**config.mk**
```make
export PLATFORM = sky130hd
export DESIGN_NAME = mul_div_seq
export DESIGN_NICKNAME = d
export VERILOG_FILES = /design/src/rtl/mul_div_seq_pkg.sv /design/src/rtl/mul_div_core.sv /design/src/rtl/mul_div_seq.sv
export SDC_FILE = /design/constraint.sdc
export NUM_CORES = 1
export LEC_CHECK = 0
export CORE_MARGIN = 2
export CORE_UTILIZATION = 46
export DETAILED_ROUTE_END_ITERATION = 8
export PLACE_DENSITY = 0.78
export SYNTH_ARGS = -nofsm -noshare
export SYNTH_HDL_FRONTEND = slang
export SYNTH_SLANG_ARGS = --single-unit
```
**constraint.sdc**
```tcl
create_clock -name clock -period 2.4 [get_ports clock]
set_input_delay 0.72 -clock clock [delete_from_list [all_inputs] [get_ports clock]]
set_output_delay 0.72 -clock clock [all_outputs]
set_load 0.1 [all_outputs]
```
**src/rtl/mul_div_seq_pkg.sv**
```systemverilog
// Shared constants and types for the 8051 MUL AB / DIV AB sequencer.
// SFR addresses mirror the shared opcode defines so the unit can stand alone.
package mul_div_seq_pkg;
    localparam logic [7:0] SFR_ACC = 8'hE0;
    localparam logic [7:0] SFR_B   = 8'hF0;

    localparam logic MD_MUL = 1'b0;
    localparam logic MD_DIV = 1'b1;

    localparam logic [2:0] LAST_STEP = 3'd7;

    typedef enum logic [2:0] {
        S_IDLE,
        S_CALC,
        S_WR_A,
        S_WR_B,
        S_DONE
    } md_state_e;
endpackage

```
**src/rtl/mul_div_core.sv**
```systemverilog
// Iterative 8x8 datapath: one shift-add (MUL) or restoring shift-subtract (DIV)
// step per cycle. {hi,lo} holds product for MUL, {remainder,quotient} for DIV.
module mul_div_core
    import mul_div_seq_pkg::*;
(
    input  logic       clock,
    input  logic       reset,
    input  logic       load,
    input  logic       step,
    input  logic       op,
    input  logic [7:0] a_in,
    input  logic [7:0] b_in,
    output logic [7:0] lo,
    output logic [7:0] hi
);
    logic [7:0] lo_q, lo_d;
    logic [7:0] hi_q, hi_d;
    logic [7:0] b_q,  b_d;
    logic [8:0] sum;
    logic [8:0] rem9;

    always_comb begin
        lo_d = lo_q;
        hi_d = hi_q;
        b_d  = b_q;
        sum  = {1'b0, hi_q} + (lo_q[0] ? {1'b0, b_q} : 9'd0);
        rem9 = {hi_q, lo_q[7]};
        if (load) begin
            lo_d = a_in;
            hi_d = 8'd0;
            b_d  = b_in;
        end else if (step) begin
            if (op == MD_MUL) begin
                // Multiplier bits retire out of lo as product bits shift in.
                hi_d = sum[8:1];
                lo_d = {sum[0], lo_q[7:1]};
            end else if (rem9 >= {1'b0, b_q}) begin
                hi_d = 8'(rem9 - {1'b0, b_q});
                lo_d = {lo_q[6:0], 1'b1};
            end else begin
                hi_d = rem9[7:0];
                lo_d = {lo_q[6:0], 1'b0};
            end
        end
    end

    always_ff @(posedge clock) begin
        if (reset) begin
            lo_q <= 8'd0;
            hi_q <= 8'd0;
            b_q  <= 8'd0;
        end else begin
            lo_q <= lo_d;
            hi_q <= hi_d;
            b_q  <= b_d;
        end
    end

    assign lo = lo_q;
    assign hi = hi_q;
endmodule

```
**src/rtl/mul_div_seq.sv**
```systemverilog
// MUL AB / DIV AB sequencer: runs the core for 8 steps, writes ACC then B over
// the shared SFR bus, and otherwise passes the CPU's SFR writes straight through.
module mul_div_seq
    import mul_div_seq_pkg::*;
#(
    parameter logic [7:0] ADDR_ACC = SFR_ACC,
    parameter logic [7:0] ADDR_B   = SFR_B
) (
    input  logic       clock,
    input  logic       reset,
    input  logic       start,
    input  logic       op,
    input  logic [7:0] acc_in,
    input  logic [7:0] b_in,
    output logic       busy,
    output logic       done,
    output logic       ov,
    output logic       cy,
    input  logic       cpu_wr_en,
    input  logic       cpu_wr_bit_en,
    input  logic [7:0] cpu_addr,
    input  logic [7:0] cpu_data,
    input  logic       cpu_bit_in,
    output logic       cpu_wr_gnt,
    output logic       sfr_wr_en,
    output logic       sfr_wr_bit_en,
    output logic [7:0] sfr_addr,
    output logic [7:0] sfr_data,
    output logic       sfr_bit_in
);
    md_state_e  state_q;
    logic [2:0] cnt_q;
    logic       op_q;
    logic       busy_q, done_q, ov_q, cy_q;
    logic [7:0] res_lo, res_hi;
    logic       load, unit_own;

    assign load = (state_q == S_IDLE) && start;

    mul_div_core u_core (
        .clock (clock),
        .reset (reset),
        .load  (load),
        .step  (state_q == S_CALC),
        .op    (op_q),
        .a_in  (acc_in),
        .b_in  (b_in),
        .lo    (res_lo),
        .hi    (res_hi)
    );

    always_ff @(posedge clock) begin
        if (reset) begin
            state_q <= S_IDLE;
            cnt_q   <= 3'd0;
            op_q    <= 1'b0;
            busy_q  <= 1'b0;
            done_q  <= 1'b0;
            ov_q    <= 1'b0;
            cy_q    <= 1'b0;
        end else begin
            done_q <= 1'b0;
            case (state_q)
                S_IDLE: if (start) begin
                    op_q   <= op;
                    ov_q   <= 1'b0;
                    cy_q   <= 1'b0;
                    busy_q <= 1'b1;
                    // Divide-by-zero skips the datapath and leaves ACC/B untouched.
                    if (op == MD_DIV && b_in == 8'd0) begin
                        state_q <= S_DONE;
                        ov_q    <= 1'b1;
                        done_q  <= 1'b1;
                    end else begin
                        state_q <= S_CALC;
                        cnt_q   <= LAST_STEP;
                    end
                end
                S_CALC: begin
                    cnt_q <= cnt_q - 3'd1;
                    if (cnt_q == 3'd0) state_q <= S_WR_A;
                end
                S_WR_A: state_q <= S_WR_B;
                S_WR_B: begin
                    state_q <= S_DONE;
                    done_q  <= 1'b1;
                    ov_q    <= (op_q == MD_MUL) && (res_hi != 8'd0);
                end
                S_DONE: begin
                    state_q <= S_IDLE;
                    busy_q  <= 1'b0;
                end
                default: begin
                    state_q <= S_IDLE;
                    busy_q  <= 1'b0;
                end
            endcase
        end
    end

    assign busy = busy_q;
    assign done = done_q;
    assign ov   = ov_q;
    assign cy   = cy_q;

    assign unit_own      = (state_q == S_WR_A) || (state_q == S_WR_B);
    assign cpu_wr_gnt    = !unit_own;
    assign sfr_wr_en     = unit_own ? 1'b1 : cpu_wr_en;
    assign sfr_wr_bit_en = unit_own ? 1'b0 : cpu_wr_bit_en;
    assign sfr_bit_in    = unit_own ? 1'b0 : cpu_bit_in;
    assign sfr_addr      = !unit_own ? cpu_addr :
                           (state_q == S_WR_A) ? ADDR_ACC : ADDR_B;
    assign sfr_data      = !unit_own ? cpu_data :
                           (state_q == S_WR_A) ? res_lo : res_hi;
endmodule

```
==> out/metrics.cfg <==
[global_routing]
grt_overflow = 0
antenna_found_initial = 0
grt_first_pass_wirelength_um = 12200
grt_pass1_vias = 2578
gr-usage-all-layers_pct = 24.6
grt_max_degree = 20

[placement]
dp_hpwl_um = 5940
gp_congestion = 0.923
port_buffers = 61

[synthesis]
ys_seq_area_share_pct = 25.9
synthArstFlopShare_pct = 0
synth_top_cells_by_count = nand2_1 (38), dfxtp_1 (34), nor2_1 (31)
synth.avg_cell_area_sq_um = 7.81
ys_ff_latch = 34
synth_ff_type = dfxtp_1
synthMostInstantiatedCell = nand2_1
synth_area_sq_um = 2630
synth-edff-count = 0
syn_inst = 337
yosys_warnings = 0
synth_area_leaders = dfxtp_1 (26%), ha_1 (8.6%), mux2i_1 (6.5%)
syn-num-nets = 396
yosysTopAreaCell = dfxtp_1
ys_types = 54
synth_top_area_share_pct = 25.9

[timing]
fin_crit_sh_pct = 96.6
timing.final.crit_period_ns = 2.32
slew_violations = 0
hold_viol_final = 0
fmaxAchievable_ghz = 0.432
setup_viol = 0
maxSlewHeadroom_pct = 62.4
setup_tns_ns = 0
tightestPinTransition_ns = 0.563
finalClockSkew_ns = 0.0101

[floorplan]
die-area_sq_um = 6340
rows = 27
initial_core_util_pct = 47.8
die_w_um = 79.6
die_h_um = 79.6
core_area_sq_um = 5510
ioPinCount = 63

[worst_setup_path]
worstSetupEndpointType = output pin
r2r-end = u_core.hi[7]
critPathArrivalTime_ns = 1.60
crit_fanout = 1
rrSetupSlack_ns = 0.14
startpoint_type = input pin
cp_data_required_time_ns = 1.68
reg2reg_from = u_core.lo[0]
crit_type = in -> out
reg2regPathDepth = 10

[pwr]
p_per_area_nw_per_um2 = 767
p_leak_nw = 1.60
fin_total_pwr_mw = 2.94
vdd_drop_max_mv = 0.600

[drt]
vias = 2720
first_pass_iters = 4
wire_per_inst_um = 15.5
drcViolationCount = 0
drt_wl_total_um = 7520
drt_iter0_drc = 214
final_antenna_net_count = 0
viasPerCell = 5.61

[finish]
utilization_pct = 69.7
layout-drive-gt1-share_pct = 19.6
finalNetCount = 471
antenna_cells = 0
areaGrowthSynthToFinish_pct = 45.8

[hold_path]
hold_start = u_core.b_q[5]
min-delay-path-class = reg -> reg
hold_path_end = u_core.b_q[5]
hold_depth = 2

[clocking]
clockRootBuffer = clkbuf_8
cts_tree = done
post-cts-setup-buffers = 0
path_clk_slew_ns = 0.07
clock_path_buffers = 2
numCtsBuffers = 5
clk_latency_ns = 0.30
cts.sink_count = 34
htreeDepth = 2

[job]
max_cap_viol_count = 0

[run_status]
outcome = finished clean

==> how the worst max path moves through the flow <==
stage | startpoint | to
after floorplan | state_q[2] | sfr_addr[2]
after global placement | b_in[2] | ov
after detailed placement | b_in[7] | ov
after CTS | state_q[1] | sfr_data[5]
after global routing | u_core.lo[0] | u_core.hi[7]
final | cpu_addr[4] | sfr_addr[4]
==> logic make-up (layout without fill, tap and decap cells) <==
family | Yosys count | after routing | synth area share [%]
and+or+nand+nor | 128 | 128 | 24.0
AOI/OAI and AO/OA | 90 | 90 | 23.4
buffers and inverters | 35 | 111 | 5.71
DFF | 34 | 34 | 25.9
adders and majority gates | 20 | 20 | 10.1
muxes | 20 | 20 | 7.75
xor gates and xnor gates | 9 | 9 | 3.00
other | 1 | 1 | 0.143
==> critical path: stages <==
cell             delay, ns
clkdlybuf4s50_1       0.40
mux2_2                0.30
buf_12                0.17
==> flip-flops by register name, indices dropped and copies added (netlist names) <==
register	flops
u_core.lo	8
busy	1
op_q	1
ov	1
state_q	3
cnt_q	3
u_core.b_q	8
done	1
u_core.hi	8
==> cell type report <==
class | instances | area [sq um]
multi-input combinational | 268 | 1860
fill | 433 | 1670
timing repair buffer | 86 | 1000
sequential | 34 | 681
tap | 72 | 90.1
clock buffer | 5 | 68.8
clock inverter | 3 | 68.8
inverter | 17 | 63.8
==> through the flow <==
step,instance area [sq um],hold slack (ns),setup WS [ns],instances
6_report,3840,0.476,0.0827,485
5_1_grt,3840,0.504,-0.0235,485
4_1_cts,3810,0.476,0.0607,485
3_5_place_dp,3680,0.467,-0.0481,477
3_3_place_gp,3680,0.460,0.0594,477
2_1_floorplan,2670,0.445,-0.205,337
==> power by group <==
group,internal (mW),switching (mW)
sequential,0.627,0.0811
combinational,0.639,0.949
clock,0.416,0.229
==> routing by layer <==
metal	vias to the layer above	wire, um	GRT usage (%)	share of wire (%)
li1	1341	-	-	-
met1	1247	3050	30.3	41
met2	118	3810	43.4	51
met3	14	516	4.07	6.9
met4	0	139	7.76	1.8
met5	-	0	0	0
==> timing repair <==
item	CTS	global route
endpoints found under the setup margin	0	3
hold buffers	0	0
gates resized for setup	0	4
==> cell usage in the layout, fill, tap and decap left out, drive strengths merged, types with 7 or more instances in the layout <==
cell type,instances
o21ai,17
nand2b,9
nor2b,7
a221oi,8
a21oi,31
mux2i,17
dfxtp,34
nor2,32
nor3,7
inv,17
nand3,9
ha,18
and2,16
clkdlybuf4s50,38
nand2,38
buf,48
Power figures use the tool's default switching activity.
